`config.mk`:
```
export PLATFORM = sky130hd
export DESIGN_NAME = mem_wb_pipe_flat
export DESIGN_NICKNAME = d
export VERILOG_FILES = /design/src/rtl/mem_wb_if.sv /design/src/rtl/mem_wb_pipe.sv /design/src/flat_wrapper.sv
export SDC_FILE = /design/constraint.sdc
export NUM_CORES = 1
export LEC_CHECK = 0
export CORE_ASPECT_RATIO = 2
export CORE_MARGIN = 8
export CORE_UTILIZATION = 42
export CTS_CLUSTER_SIZE = 28
export DETAILED_ROUTE_END_ITERATION = 10
export PLACE_DENSITY = 0.76
export RECOVER_POWER = 50
export SKIP_LAST_GASP = 1
export SYNTH_ARGS = -nofsm -noshare
export SYNTH_HDL_FRONTEND = slang
export SYNTH_SLANG_ARGS = --single-unit
```
`constraint.sdc`:
```
create_clock -name clock -period 1.55 [get_ports clock]
set_input_delay 0.3875 -clock clock [delete_from_list [all_inputs] [get_ports clock]]
set_output_delay 0.3875 -clock clock [all_outputs]
set_load 0.01 [all_outputs]
```
`src/rtl/mem_wb_if.sv`:
```
`default_nettype none
// +------------------------------------------------------------------+
// | mem_wb_if: MEM/WB pipeline bus (upstream controls and data in,   |
// | writeback view out).                                             |
// | Revision: 1.0                                                    |
// +------------------------------------------------------------------+
interface mem_wb_if #(
  parameter int DATA_WIDTH     = 32,
  parameter int REG_ADDR_WIDTH = 5
);
  logic                      stall;
  logic                      flush;
  logic                      inValid;
  logic [DATA_WIDTH-1:0]     readMemoryWord;
  logic [DATA_WIDTH-1:0]     readALU;
  logic [REG_ADDR_WIDTH-1:0] readRD;
  logic [1:0]                WB;

  logic                      outValid;
  logic                      regWrite;
  logic                      memToReg;
  logic [REG_ADDR_WIDTH-1:0] RD;
  logic [DATA_WIDTH-1:0]     writeData;

  modport master (
    output stall, flush, inValid, readMemoryWord, readALU, readRD, WB,
    input  outValid, regWrite, memToReg, RD, writeData
  );

  modport slave (
    input  stall, flush, inValid, readMemoryWord, readALU, readRD, WB,
    output outValid, regWrite, memToReg, RD, writeData
  );
endinterface
`default_nettype wire

```
`src/rtl/mem_wb_pipe.sv`:
```
`default_nettype none
// +------------------------------------------------------------------+
// | mem_wb_pipe: parametrised MEM/WB register, DEPTH stages with     |
// | valid/stall/flush, writeback mux and retired counter.            |
// | Optional forwarding lookup enabled by macro MEM_WB_FWD_EN.       |
// | Revision: 1.0                                                    |
// +------------------------------------------------------------------+
module mem_wb_pipe #(
  parameter int DATA_WIDTH     = 32,
  parameter int REG_ADDR_WIDTH = 5,
  parameter int DEPTH          = 1,
  parameter int CNT_WIDTH      = 32
) (
  input  logic                      clock,
  input  logic                      resetN,
  mem_wb_if.slave                   bus,
  output logic [CNT_WIDTH-1:0]      retired
`ifdef MEM_WB_FWD_EN
  ,
  input  logic [REG_ADDR_WIDTH-1:0] rsQuery,
  input  logic [REG_ADDR_WIDTH-1:0] rtQuery,
  output logic                      rsHit,
  output logic                      rtHit,
  output logic [DATA_WIDTH-1:0]     rsData,
  output logic [DATA_WIDTH-1:0]     rtData
`endif
);

  logic [DEPTH-1:0]                     r_valid;
  logic [DEPTH-1:0]                     r_regWrite;
  logic [DEPTH-1:0]                     r_memToReg;
  logic [DEPTH-1:0][DATA_WIDTH-1:0]     r_memoryWord;
  logic [DEPTH-1:0][DATA_WIDTH-1:0]     r_aluResult;
  logic [DEPTH-1:0][REG_ADDR_WIDTH-1:0] r_rd;
  logic [CNT_WIDTH-1:0]                 r_retired;

  always_ff @(posedge clock or negedge resetN) begin
    if (!resetN) begin
      r_valid      <= '0;
      r_regWrite   <= '0;
      r_memToReg   <= '0;
      r_memoryWord <= '0;
      r_aluResult  <= '0;
      r_rd         <= '0;
      r_retired    <= '0;
    end else if (!bus.stall) begin
      if (bus.flush) begin
        r_valid[0]      <= 1'b0;
        r_regWrite[0]   <= 1'b0;
        r_memToReg[0]   <= 1'b0;
        r_memoryWord[0] <= '0;
        r_aluResult[0]  <= '0;
        r_rd[0]         <= '0;
      end else begin
        r_valid[0]      <= bus.inValid;
        r_regWrite[0]   <= bus.WB[1];
        r_memToReg[0]   <= bus.WB[0];
        r_memoryWord[0] <= bus.readMemoryWord;
        r_aluResult[0]  <= bus.readALU;
        r_rd[0]         <= bus.readRD;
      end
      for (int i = 1; i < DEPTH; i++) begin
        r_valid[i]      <= r_valid[i-1];
        r_regWrite[i]   <= r_regWrite[i-1];
        r_memToReg[i]   <= r_memToReg[i-1];
        r_memoryWord[i] <= r_memoryWord[i-1];
        r_aluResult[i]  <= r_aluResult[i-1];
        r_rd[i]         <= r_rd[i-1];
      end
      // The instruction leaving the last stage on this edge is the one retired.
      if (r_valid[DEPTH-1]) begin
        r_retired <= r_retired + CNT_WIDTH'(1);
      end
    end
  end

  assign bus.outValid  = r_valid[DEPTH-1];
  assign bus.regWrite  = r_valid[DEPTH-1] & r_regWrite[DEPTH-1];
  assign bus.memToReg  = r_memToReg[DEPTH-1];
  assign bus.RD        = r_rd[DEPTH-1];
  assign bus.writeData = r_memToReg[DEPTH-1] ? r_memoryWord[DEPTH-1] : r_aluResult[DEPTH-1];
  assign retired       = r_retired;

`ifdef MEM_WB_FWD_EN
  logic [DEPTH-1:0][DATA_WIDTH-1:0] w_stageData;

  generate
    for (genvar g = 0; g < DEPTH; g++) begin : g_stageData
      assign w_stageData[g] = r_memToReg[g] ? r_memoryWord[g] : r_aluResult[g];
    end
  endgenerate

  // Scan oldest to youngest so the youngest matching stage wins.
  always_comb begin
    rsHit  = 1'b0;
    rtHit  = 1'b0;
    rsData = '0;
    rtData = '0;
    for (int i = DEPTH - 1; i >= 0; i--) begin
      if (r_valid[i] && r_regWrite[i] && (rsQuery != '0) && (r_rd[i] == rsQuery)) begin
        rsHit  = 1'b1;
        rsData = w_stageData[i];
      end
      if (r_valid[i] && r_regWrite[i] && (rtQuery != '0) && (r_rd[i] == rtQuery)) begin
        rtHit  = 1'b1;
        rtData = w_stageData[i];
      end
    end
  end
`endif

endmodule
`default_nettype wire
```
`src/flat_wrapper.sv`:
```
// flat-port wrapper written by rule: the top's interface ports become plain ports
module mem_wb_pipe_flat 
#(
  parameter int DATA_WIDTH     = 32,
  parameter int REG_ADDR_WIDTH = 5,
  parameter int DEPTH          = 1,
  parameter int CNT_WIDTH      = 32
)
  (clock, resetN, retired, bus_stall, bus_flush, bus_inValid, bus_readMemoryWord, bus_readALU, bus_readRD, bus_WB, bus_outValid, bus_regWrite, bus_memToReg, bus_RD, bus_writeData);
  mem_wb_if #(.DATA_WIDTH(DATA_WIDTH), .REG_ADDR_WIDTH(REG_ADDR_WIDTH)) bus_i ();
  input  logic clock;
  input  logic resetN;
  output logic [CNT_WIDTH-1:0] retired;
  input wire logic [$bits(bus_i.stall)-1:0] bus_stall;
  input wire logic [$bits(bus_i.flush)-1:0] bus_flush;
  input wire logic [$bits(bus_i.inValid)-1:0] bus_inValid;
  input wire logic [$bits(bus_i.readMemoryWord)-1:0] bus_readMemoryWord;
  input wire logic [$bits(bus_i.readALU)-1:0] bus_readALU;
  input wire logic [$bits(bus_i.readRD)-1:0] bus_readRD;
  input wire logic [$bits(bus_i.WB)-1:0] bus_WB;
  output wire logic [$bits(bus_i.outValid)-1:0] bus_outValid;
  output wire logic [$bits(bus_i.regWrite)-1:0] bus_regWrite;
  output wire logic [$bits(bus_i.memToReg)-1:0] bus_memToReg;
  output wire logic [$bits(bus_i.RD)-1:0] bus_RD;
  output wire logic [$bits(bus_i.writeData)-1:0] bus_writeData;
  assign bus_i.stall = bus_stall;
  assign bus_i.flush = bus_flush;
  assign bus_i.inValid = bus_inValid;
  assign bus_i.readMemoryWord = bus_readMemoryWord;
  assign bus_i.readALU = bus_readALU;
  assign bus_i.readRD = bus_readRD;
  assign bus_i.WB = bus_WB;
  assign bus_outValid = bus_i.outValid;
  assign bus_regWrite = bus_i.regWrite;
  assign bus_memToReg = bus_i.memToReg;
  assign bus_RD = bus_i.RD;
  assign bus_writeData = bus_i.writeData;
  mem_wb_pipe #(.DATA_WIDTH(DATA_WIDTH), .REG_ADDR_WIDTH(REG_ADDR_WIDTH), .DEPTH(DEPTH), .CNT_WIDTH(CNT_WIDTH)) u_core (.clock(clock), .resetN(resetN), .bus(bus_i), .retired(retired));
endmodule
```
---- After elaboration in Yosys (flattened, before gate mapping) ----
Index checks and enable logic that the tools add are counted.
Widths: inputs -> output; s select.
word-level totals
  register bits after elaboration ......... 104
  bits of input ports ..................... 76
  word-level logic and storage cells ...... 18
cells by class
  add/sub/neg operators ................... 1
  multiplexer cells ....................... 7
  bitwise operators ....................... 2
  reduce and logical (&&, ||, !) cells .... 1
operators by type and width
  cell                   number
  $mux 32                3
  $add 32x1->32 const B  1
  $mux 5                 1
  $mux 1                 3
  $reduce_and 2->1       1
  $and 1x1->1            1
  $not 1->1              1

---- Longest topological paths before layout ----
  depth after elaboration ................. 2
  depth in mapped cells ................... 5
  gate-level depth less buffers ........... 5

---- Worst setup path after synthesis ----
Ideal clock, no wire load.
  path type ............................... reg2out
  start point ............................. register u_core.r_memToReg, in the netlist u_core.bus.memToReg
  end point ............................... output bus_writeData[10]
  data arrival time ....................... 1.189 ns
  path slack .............................. -0.027 ns
  cell stages (with the launch flop) ...... 4
  buffers on the path ..................... 2
  path through ............................ dfrtp_1 > clkbuf_1 > buf_2 > mux2_2
between the ends
  word-level cells in the longest chain between the ends .. 1
RTL lines
  what                               RTL line            source
  from (decl)                        mem_wb_pipe.sv:31   logic [DEPTH-1:0] r_memToReg;
  from (signal, indexed assignment)  mem_wb_pipe.sv:65   r_memToReg[i] <= r_memToReg[i-1];
  $mux 32                            mem_wb_pipe.sv:81   assign bus.writeData = r_memToReg[DEPTH-1] ? r_memoryWord[DEPTH-1] : r_aluResult[DEPTH-1];
  to (decl)                          flat_wrapper.sv:25  output wire logic [$bits(bus_i.writeData)-1:0] bus_writeData;
Every way passes these cells.

---- Worst setup path after layout ----
  start point ............................. register u_core.r_memToReg, in the netlist u_core.bus.memToReg
  end point ............................... output bus_writeData[22]
Same word-level chain as after synthesis.

==> results by group <==
Floorplan
  – Initial Util: 42.79%
  – Chip Height: 167.7 um
  – Io pins: 148
  – Core box area: 11290 um^2
  – Die Width: 91.83 um
  – Rows: 55
  – Die area: 15390 um^2

Status
  – Status: complete, but fails checks
  – Violated checks: setup timing

Layout
  – Area growth syn-to-layout: 45.98%
  – Final nets: 717
  – Final core occ: 62.47%
  – N_diodes: 0
  – Fin area: 7051 um^2
  – Layout cells sized above 1: 21.27%

Setup path
  – Cells along the critical path: buf_12, buf_12, mux2_4, buf_6
  – Critical path startpoint category: register
  – Setup CP Type: register to output pin
  – CP top delay family: flip-flops
  – CP arrival: 1.48 ns
  – Crit path max-delay cell type: dfrtp_2
  – Stages on worst setup path: 4
  – Setup crit start: u_core.bus.memToReg
  – Cell mode on critical path: buf_12
  – RR Startpoint: u_core.bus.outValid
  – Setup crit end: bus_writeData[22]
  – CP max stage delay: 0.43 ns
  – FF-to-FF End: u_core.retired[21]
  – Worst Setup End Kind: output pin
  – Worst EP required: 1.16 ns
  – CP bufs+invs: 3
  – Reg2Reg Setup Slack: 0.03 ns
  – Max FO, Critical Path: 8
  – R2R cell count: 7

Drt
  – Vias per cell: 5.083
  – DR WL/cell: 17.99 um
  – Detail Route Antenna Nets: 0
  – Overall routed net length: 14140 um
  – DR iter-0 viols: 159
  – DRC Markers: 0
  – Total number of vias: 3995
  – First drt pass iteration count: 4

Clocking
  – Clk pin slew, worst setup/hold paths: 0.07 ns
  – Root Buffer: clkbuf_16
  – Clock Latency Late Sink: 0.34 ns
  – CTS tree: done
  – Inserted Clock Buffers: 9
  – Sink Count: 104
  – H-tree lvl count: 3
  – Clock Path Buffers: 2

Logic synthesis
  – Synth area leader: dfrtp_1
  – Number of enable flip-flop cells after synthesis: 0
  – Most numerous cell in the Yosys netlist: dfrtp_1
  – Post-synthesis sequential area ratio: 53.89%
  – Mapped Cells: 462
  – Synth cell count leaders: 104 x dfrtp_1, 75 x nand2_1, 66 x nand2b_1, 66 x o21ai_0, 33 x mux2_2
  – Mapped cell area: 4830 um^2
  – YS warnings: 0
  – Dominant synthesized flop cell: dfrtp_1
  – Net Count, Synth: 539
  – Asr flop ratio synth: 100.0%
  – Syn avg cell area: 10.45 um^2
  – Top post-synthesis cells by area: dfrtp_1 54%, nand2b_1 8.5%, mux2_2 7.7%
  – Synth top area share: 53.89%
  – Post-synth cell types: 28
  – Flops & latches, synth: 104

Placement
  – Worst slack at placement: -0.3040 ns
  – Placed cell area: 6624 um^2
  – Routability congestion estimate: 0.8253
  – I/O Buffers: 147
  – DP Wirelength: 10530 um

Power
  – Leak: 3.322 nW
  – PD cells: 984.4 nW/um^2
  – Peak VDD IR: 0.0006436 V
  – Final Power: 6.940 mW

Timing
  – Worst-margin pin slew: 0.6569 ns
  – Fin crit period: 1.872 ns
  – RSZ-0062 raised after global routing: yes
  – Fmax: 534.3 MHz
  – Final setup viols: 33
  – Slew margin rel.: 56.20%
  – Final period util: 120.8%
  – Final Slew Violations: 0
  – Clock Skews: 0.006331 ns
  – Crit path setup slack, layout: -0.3218 ns
  – Worst Hold Margin: 0.4685 ns
  – Final number of hold-violating endpoints: 0

Min path
  – Hold WC Path Type: register to register

Global routing
  – Initial antenna violation count: 0
  – Vias in the first global route: 4475
  – Total gr overflow: 0
  – Total global-route track usage: 18.76%
  – Largest net degree at the start of global routing: 63
  – First-pass GRT wire length: 22880 um

Run
  – Total of max-cap violations: 0
-- report_power, final --
group	total (mW)	switching (mW)	internal, mW
sequential	3.05	0.141	2.91
combinational	1.33	0.587	0.745
clock	2.55	0.981	1.57
-- state kept, by name, indices dropped and copies added (netlist names) --
signal	cells
u_core.r_aluResult	32
u_core.r_memoryWord	32
u_core.retired	32
u_core.bus.RD	5
u_core.bus.memToReg	1
u_core.bus.outValid	1
u_core.r_regWrite	1
-- worst min-delay path by stage --
stage | cells past startpoint | from | endpoint
finish | 1 | u_core.retired[31] | u_core.retired[31]
global route | 2 | u_core.r_memoryWord[5] | u_core.r_memoryWord[5]
CTS | 3 | bus_stall | u_core.bus.memToReg
detailed placement | 1 | resetN | u_core.r_aluResult[14]
global placement | 1 | resetN | u_core.r_aluResult[14]
floorplan | 0 | resetN | u_core.bus.RD[0]
-- cells by family (layout without fill, tap and decap cells) --
logic type                 after synthesis  count (layout)  share of synthesized area (%)
AOI/OAI and AO/OA                       72              72                          7.928
xor gates and xnor gates                31              31                          5.622
adders and majority gates                1               1                         0.2590
buffers and inverters                   29             211                          2.720
DFF                                    104             104                          53.89
muxes                                   33              33                          7.694
and+or+nand+nor                        192             192                          21.89
-- worst register-to-register path, delay by kind of cell, from the launching register on --
kind	cells	cell delay, ns
simple gates	3	0.45
xor+xnor	1	0.15
buf+inv	3	0.41
flops	1	0.38
-- layout by cell type, fill, tap and decap left out, types with 2 or more instances in the layout --
cell	count
nand4_1	16
xnor2_1	27
buf_12	4
clkdlybuf4s50_1	72
clkbuf_2	6
mux2_2	30
nand3_1	7
o21ai_0	66
buf_2	10
bufinv_16	3
and2_1	2
mux2_4	3
nor2_1	5
clkbuf_1	5
nand4b_1	2
a22o_1	6
nand2b_1	66
dfrtp_1	103
nor3_4	2
xor2_1	4
dlygate4sd2_1	35
clkbuf_16	10
buf_4	29
nand2_1	75
clkdlybuf4s15_1	3
and3_1	6
nand3_2	2
buf_6	29
-- per-layer routing --
metal	track usage [%]	share of wire (%)
met4	9.463	3.7
met2	33.63	54
met5	0	0
met1	19.13	37
met3	5.374	5.7
-- cell type report --
| class | instances | area, um^2 |
|---|---|---|
| fill | 974 | 4235 |
| clock inverter | 5 | 103.9 |
| inverter | 1 | 3.754 |
| tap | 142 | 177.7 |
| clock buffer | 10 | 229.0 |
| sequential | 104 | 2604 |
| timing repair buffer | 195 | 1819 |
| multi-input combinational | 329 | 2113 |
-- through the flow --
stage / TNS (ns) / std cells
after floorplan: -0.7481 / 462
after global placement: -8.625 / 754
after detailed placement: -9.116 / 754
after CTS: -11.31 / 784
after global routing: -10.43 / 786
final: -9.165 / 786
-- timing repair --
item | CTS | global route
pin swaps | 0 | 4
endpoints found under the setup margin | 73 | 51
hold endpoints to repair | 18 | 0
cloned | 2 | 1
hold buffers | 1 | 0
gates resized for setup | 185 | 27
buffers inserted | 12 | 3
No activity file was read; power rests on OpenSTA's default activity.
